$ cat config.mk
export PLATFORM = sky130hd
export DESIGN_NAME = writeback_unit
export DESIGN_NICKNAME = d
export VERILOG_FILES = /design/src/rtl/mips_wb_pkg.sv /design/src/rtl/writeback_unit_load_filter.sv /design/src/rtl/writeback_unit.sv
export SDC_FILE = /design/constraint.sdc
export NUM_CORES = 2
export LEC_CHECK = 0
export BUFFER_PORTS_ARGS = -buffer_cell sky130_fd_sc_hd__buf_2
export CORE_MARGIN = 2
export CORE_UTILIZATION = 50
export DETAILED_ROUTE_END_ITERATION = 7
export GPL_TIMING_DRIVEN = 0
export PLACE_DENSITY = 0.7
export SYNTH_ARGS = -nofsm -noshare
export SYNTH_HDL_FRONTEND = slang
export SYNTH_SLANG_ARGS = --single-unit
$ cat constraint.sdc
create_clock -name i_clk -period 2.57 [get_ports i_clk]
set_input_delay 0.3855 -clock i_clk [delete_from_list [all_inputs] [get_ports i_clk]]
set_output_delay 0.3855 -clock i_clk [all_outputs]
set_load 0.005 [all_outputs]
$ cat src/rtl/mips_wb_pkg.sv
// mips_wb_pkg
//   Shared constants for the write-back stage.
//   LD_*   : load-size encodings driven by the MEM/WB latch (2'b10 behaves as word)
//   NREGS  : register count for the default 5-bit register address
package mips_wb_pkg;

  localparam logic [1:0] LD_BYTE = 2'b00;
  localparam logic [1:0] LD_HALF = 2'b01;
  localparam logic [1:0] LD_WORD = 2'b11;

  localparam int RNBITS_DEFAULT = 5;
  localparam int NREGS          = 2 ** RNBITS_DEFAULT;

endpackage

$ cat src/rtl/writeback_unit_load_filter.sv
// load_filter
//   Extracts a byte, halfword or word from an aligned memory word and
//   extends it to the datapath width.
// Ports
//   raw      in  NBITS  aligned word read from data memory
//   offset   in  2      byte offset inside the word (little-endian lanes)
//   size     in  2      LD_BYTE / LD_HALF / anything else = word
//   zero_ext in  1      1 = zero-extend byte/half, 0 = sign-extend
//   data     out NBITS  filtered load value
module load_filter
  import mips_wb_pkg::*;
#(
  parameter int NBITS = 32
) (
  input  logic [NBITS-1:0] raw,
  input  logic [1:0]       offset,
  input  logic [1:0]       size,
  input  logic             zero_ext,
  output logic [NBITS-1:0] data
);

  logic [7:0]  byte_lane;
  logic [15:0] half_lane;
  logic        byte_fill;
  logic        half_fill;

  always_comb begin
    byte_lane = raw[7:0];
    case (offset)
      2'd0: byte_lane = raw[7:0];
      2'd1: byte_lane = raw[15:8];
      2'd2: byte_lane = raw[23:16];
      2'd3: byte_lane = raw[31:24];
      default: byte_lane = raw[7:0];
    endcase
  end

  // Misaligned halves ignore offset[0]; only the upper/lower lane matters.
  assign half_lane = offset[1] ? raw[31:16] : raw[15:0];

  assign byte_fill = ~zero_ext & byte_lane[7];
  assign half_fill = ~zero_ext & half_lane[15];

  always_comb begin
    data = raw;
    case (size)
      LD_BYTE: data = {{(NBITS-8){byte_fill}}, byte_lane};
      LD_HALF: data = {{(NBITS-16){half_fill}}, half_lane};
      default: data = raw;
    endcase
  end

endmodule

$ cat src/rtl/writeback_unit.sv
// writeback_unit
//   WB side of the MEM/WB latch: filters load data, selects the write-back
//   value, owns the register file, and keeps a sticky halt flag and a
//   saturating retired-instruction counter. State only moves when i_step=1.
// Ports
//   i_clk, i_reset(async, active-low), i_step   clocking / advance enable
//   i_instruction, i_pc8, i_ALU, i_DatoMemoria, i_RegistroDestino, i_Extension
//   i_JAL, i_LUI, i_MemToReg, i_RegWrite, i_ZeroExtend, i_HALT, i_TamanoFiltroL
//   i_rs_addr, i_rt_addr -> o_rs_data, o_rt_data  ID reads with write bypass
//   i_dbg_addr -> o_dbg_data                       raw register file read
//   o_wb_data, o_wb_reg, o_wb_en                   forwarding information
//   o_halted, o_retired                            status
module writeback_unit
  import mips_wb_pkg::*;
#(
  parameter int NBITS   = 32,
  parameter int RNBITS  = 5,
  parameter int CNTBITS = 32
) (
  input  logic               i_clk,
  input  logic               i_reset,
  input  logic               i_step,
  input  logic [NBITS-1:0]   i_instruction,
  input  logic [NBITS-1:0]   i_pc8,
  input  logic [NBITS-1:0]   i_ALU,
  input  logic [NBITS-1:0]   i_DatoMemoria,
  input  logic [RNBITS-1:0]  i_RegistroDestino,
  input  logic [NBITS-1:0]   i_Extension,
  input  logic               i_JAL,
  input  logic               i_LUI,
  input  logic               i_MemToReg,
  input  logic               i_RegWrite,
  input  logic               i_ZeroExtend,
  input  logic               i_HALT,
  input  logic [1:0]         i_TamanoFiltroL,
  input  logic [RNBITS-1:0]  i_rs_addr,
  input  logic [RNBITS-1:0]  i_rt_addr,
  input  logic [RNBITS-1:0]  i_dbg_addr,
  output logic [NBITS-1:0]   o_rs_data,
  output logic [NBITS-1:0]   o_rt_data,
  output logic [NBITS-1:0]   o_wb_data,
  output logic [RNBITS-1:0]  o_wb_reg,
  output logic               o_wb_en,
  output logic [NBITS-1:0]   o_dbg_data,
  output logic               o_halted,
  output logic [CNTBITS-1:0] o_retired
);

  localparam int NUM_REGS = 2 ** RNBITS;

  logic [NBITS-1:0]   regs_reg [NUM_REGS];
  logic               halted_reg;
  logic [CNTBITS-1:0] retired_reg;
  logic [NBITS-1:0]   load_data;
  logic [NBITS-1:0]   wb_data;
  logic               wb_en;
  logic               commit;

  load_filter #(
    .NBITS(NBITS)
  ) u_load_filter (
    .raw     (i_DatoMemoria),
    .offset  (i_ALU[1:0]),
    .size    (i_TamanoFiltroL),
    .zero_ext(i_ZeroExtend),
    .data    (load_data)
  );

  always_comb begin
    wb_data = i_ALU;
    if (i_JAL) begin
      wb_data = i_pc8;
    end else if (i_LUI) begin
      wb_data = {i_Extension[15:0], 16'h0000};
    end else if (i_MemToReg) begin
      wb_data = load_data;
    end
  end

  // Destination 0 is filtered here, so r0 never receives a write.
  assign wb_en  = i_RegWrite & (i_RegistroDestino != '0) & ~halted_reg;
  assign commit = i_step & wb_en;

  always_ff @(posedge i_clk or negedge i_reset) begin
    if (!i_reset) begin
      for (int i = 0; i < NUM_REGS; i++) begin
        regs_reg[i] <= '0;
      end
    end else if (commit) begin
      regs_reg[i_RegistroDestino] <= wb_data;
    end
  end

  // The HALT instruction itself still commits and counts: both use the
  // pre-edge value of halted_reg.
  always_ff @(posedge i_clk or negedge i_reset) begin
    if (!i_reset) begin
      halted_reg  <= 1'b0;
      retired_reg <= '0;
    end else if (i_step && !halted_reg) begin
      if (i_HALT) begin
        halted_reg <= 1'b1;
      end
      if ((i_instruction != '0) && (retired_reg != '1)) begin
        retired_reg <= retired_reg + CNTBITS'(1);
      end
    end
  end

  // Two ID read ports, write-first against the value committing this edge.
  logic [1:0][RNBITS-1:0] rd_addr;
  logic [1:0][NBITS-1:0]  rd_data;

  assign rd_addr[0] = i_rs_addr;
  assign rd_addr[1] = i_rt_addr;

  generate
    for (genvar gi = 0; gi < 2; gi++) begin : g_read_port
      assign rd_data[gi] = (rd_addr[gi] == '0)                          ? '0      :
                           (commit && rd_addr[gi] == i_RegistroDestino) ? wb_data :
                                                                          regs_reg[rd_addr[gi]];
    end
  endgenerate

  assign o_rs_data  = rd_data[0];
  assign o_rt_data  = rd_data[1];
  assign o_wb_data  = wb_data;
  assign o_wb_reg   = i_RegistroDestino;
  assign o_wb_en    = wb_en;
  assign o_dbg_data = regs_reg[i_dbg_addr];
  assign o_halted   = halted_reg;
  assign o_retired  = retired_reg;

endmodule
==> impl_metrics.py <==
metrics = {
    "place": {
        "hpwlAfterDp_microns": 236900,
        "gpl.final_weighted_congestion": 1.056,
        "port_buffers": 324,
        "placement.cell_area_sq_um": 67570,
    },
    "cells_and_area": {
        "final_nets": 6405,
        "largest_register_ffs": 1024,
        "area.growth.synth_to_final_pct": 21.28,
        "n_fill_cell": 10320,
        "layout_cell_share_with_drive_strength_beyond_1_pct": 34.56,
        "post-route-cell-area_sq_um": 77150,
    },
    "timing": {
        "maxSlewHeadroom_pct": 17.76,
        "worst_slew_pin_slew_ps": 1234,
        "period_minus_slack_ps": 3700,
        "maximum_clock_frequency_mhz": 270.3,
        "finalHoldViolCount": 0,
        "setup_violators_final": 1116,
        "slew_viol_final": 0,
        "fin_ws_ps": -1130,
        "tns_ps": -729580,
        "min_period_over_period_pct": 144.0,
        "hold_ws_ps": 95.73,
        "setup_repair_after_global_routing_missed_its_margin": "true",
        "clock-skew-final_ps": 44.00,
    },
    "critical_path": {
        "critical-path-top-cell-by-count": "buf_2",
        "timing.setup.critical_path_class": "in2out",
        "critical_path_sink_type": "primary output",
        "timing.reg2reg.worst_path_depth": 9,
        "timing.critical_path.slowest_cell_delay_ps": 510,
        "worst_ep_required_time_ps": 2180,
        "crit_path_cell_trace": "buf_2 > buf_2 > buf_6 > buf_2 > mux2i_1 > o22ai_2 > nor4_2 > a211oi_2 > buf_2",
        "timing.critical_path.slowest_stage_cell": "o22ai_2",
        "worst_ep_arrival_time_ps": 3310,
        "crit_path_start_kind": "input pin",
        "critical_path_peak_fanout": 10,
    },
    "clocking": {
        "cts-root-buf": "clkbuf_16",
        "number_of_buffers_between_clock_root_and_the_deepest_sink": 3,
        "clkLatencyLatePin_ps": 800,
        "htreeDepth": 3,
        "cts_clk_pin_slew_worst_paths_ps": 60,
        "cts_tree": "yes",
        "number_of_buffers_created_by_cts": 118,
        "tritoncts_num_sinks": 1057,
    },
    "pwr": {
        "max-vdd-ir-drop_mv": 0.5966,
        "leakage_uw": 0.03230,
        "power_density_nw_per_um2": 537.4,
    },
    "global_routing": {
        "grt_usage_pct": 50.21,
        "grt.overflow.total": 0,
        "grt_first_pass_wirelength_microns": 450200,
        "vias_in_the_first_global_route": 57480,
        "grt_max_degree": 161,
        "antenna_found_initial": 33,
    },
    "die": {
        "placement_rows": 130,
        "start_util_pct": 50.53,
        "dieArea_sq_um": 130100,
        "core-area_sq_um": 125900,
        "top_level_ports": 358,
        "floorplan.die.height_microns": 360.7,
        "die_w_microns": 360.7,
    },
    "yosys": {
        "post_synthesis_share_of_cell_area_spent_on_and_or_nand_and_nor_gates_pct": 9.258,
        "synth_top_family_by_area": "multiplexers",
        "synth.most_common_cell": "nand2_1",
        "most_frequently_used_flop_master_after_synthesis": "dfrtp_1",
        "netlist_top_cells_count": "1096 x nand2_1, 1057 x dfrtp_1, 993 x o21ai_0",
        "syn-mean-instance-area_sq_um": 11.45,
        "synthesis.nets": 5747,
        "synthDominantCellAreaShare_pct": 41.58,
        "ys_seq_elements": 1057,
        "synth-edff-count": 0,
        "ys_async_rst_share_pct": 100.0,
        "area_contributors_post_synth": "dfrtp_1 42%, mux4_2 29%, o21ai_0 7.8%, nand2_1 6.5%, clkbuf_1 2.4%",
        "synthesis.yosys.warnings": 0,
        "synth_mux_area_share_pct": 31.83,
        "ys_types": 64,
        "synth_largest_area_cell": "dfrtp_1",
        "synth.cell_area_sq_um": 63610,
        "fraction_of_the_mapped_netlist_area_in_compound_gates_pct": 12.23,
        "arithmetic_cell_share_of_the_synthesized_area_counting_full_adders_half_adders_and_majority_gates_pct": 0.01967,
        "netlist_instances": 5555,
        "synth-xor-area-share_pct": 0.5645,
        "ys_seq_area_share_pct": 41.58,
    },
    "drt": {
        "top_layer": "met5",
        "routed_wl_microns": 327100,
        "avgViaCountPerCell": 7.487,
        "met3_wire_length_microns": 59180,
        "detailroute.via_count": 59770,
        "drc": 39,
        "wl_met1_microns": 107900,
        "ant_nets": 0,
        "drt_iter0_drc": 11120,
        "routedWlPerCell_microns": 40.97,
        "met2WireLength_microns": 132700,
        "detail_route.first_pass.iterations": 8,
    },
    "min_path": {
        "holdPathStages": 3,
        "hold_path_class": "in2reg",
    },
    "outcome": {
        "violations_in_the_final_reports": "design-rule violations, negative setup slack",
        "status": "complete, but fails checks",
    },
    "run": {
        "maximum_capacitance_violations": 0,
    },
}
-- placed cells by master (no fill, tap or decap), drive strengths merged, types with 41 or more instances in the layout --
| master | count |
|---|---|
| a211oi | 55 |
| nor3 | 41 |
| nand2 | 1096 |
| a22oi | 49 |
| o22ai | 96 |
| buf | 736 |
| inv | 46 |
| o21ai | 1023 |
| nor2 | 86 |
| mux2i | 108 |
| dfrtp | 1057 |
| mux2 | 42 |
| a21oi | 83 |
| clkbuf | 569 |
| mux4 | 830 |
-- per-stage QoR --
stage          instances  power, uW  util [%]  setup WS, ps
2_1_floorplan       5555      18960         -         19.64
3_3_place_gp        7529      21250     53.45        -22460
3_5_place_dp        7539      21300     53.67         -2893
4_1_cts             7960      40920     61.14        -886.2
5_1_grt             7968      41920     61.25         -1011
6_report            7983      41460     61.28         -1130
-- worst max-delay path: cells and delay by family --
kind                   cells  cell delay, ps
muxes                      1             190
buffers and inverters      5            1650
and+or+nand+nor            1             140
AOI/OAI and AO/OA          2             910
-- what timing repair did --
action,4_1_cts,5_1_grt
gates cloned,4,0
pin swaps,82,31
hold endpoints to repair,58,0
gates resized for setup,903,43
setup endpoints to repair,1120,1275
setup buffers,199,10
hold buffers,3,0
-- path summary, 6_finish.rpt --
path,start,endpoint,slack (ps)
max in group asynchronous,i_reset,regs_reg[820],170
max reg2reg,o_halted,regs_reg[283],-1020
min,i_step,o_halted,100
max,i_rs_addr[3],o_rs_data[19],-1130
min in group asynchronous,i_reset,regs_reg[4],230
min reg2reg,regs_reg[1014],regs_reg[1014],500
-- kinds of logic after synthesis --
family / after synthesis
AOI/OAI and AO/OA: 1393
xor gates and xnor gates: 41
adders and majority gates: 1
buffers and inverters: 672
DFF: 1057
muxes: 980
and+or+nand+nor: 1411
-- report_power, final --
group	switching, uW	internal, uW	total, uW
sequential	0	16600	16600
combinational	3800	1620	5430
clock	7980	11400	19400
-- area by class of cell --
cell class / count / area (sq um) / area share, %
clock inverters: 69 / 1064 / 1.379
repair buffers: 547 / 4108 / 5.325
diodes: 20 / 50.05 / 0.06488
plain buffers: 618 / 4033 / 5.227
clock buffers: 151 / 3271 / 4.240
flip-flops and latches: 1057 / 26450 / 34.29
inverters: 45 / 176.4 / 0.2287
multi-input cells: 3826 / 35930 / 46.57
well taps: 1650 / 2064 / 2.676
-- per-layer routing --
| layer | up-vias | global-route usage, % |
|---|---|---|
| met5 | - | 5.697 |
| met2 | 5789 | 68.48 |
| met4 | 48 | 31.53 |
| li1 | 22260 | - |
| met3 | 1404 | 28.11 |
| met1 | 30260 | 60.83 |
Note: power is estimated with default switching activity, not from simulation.
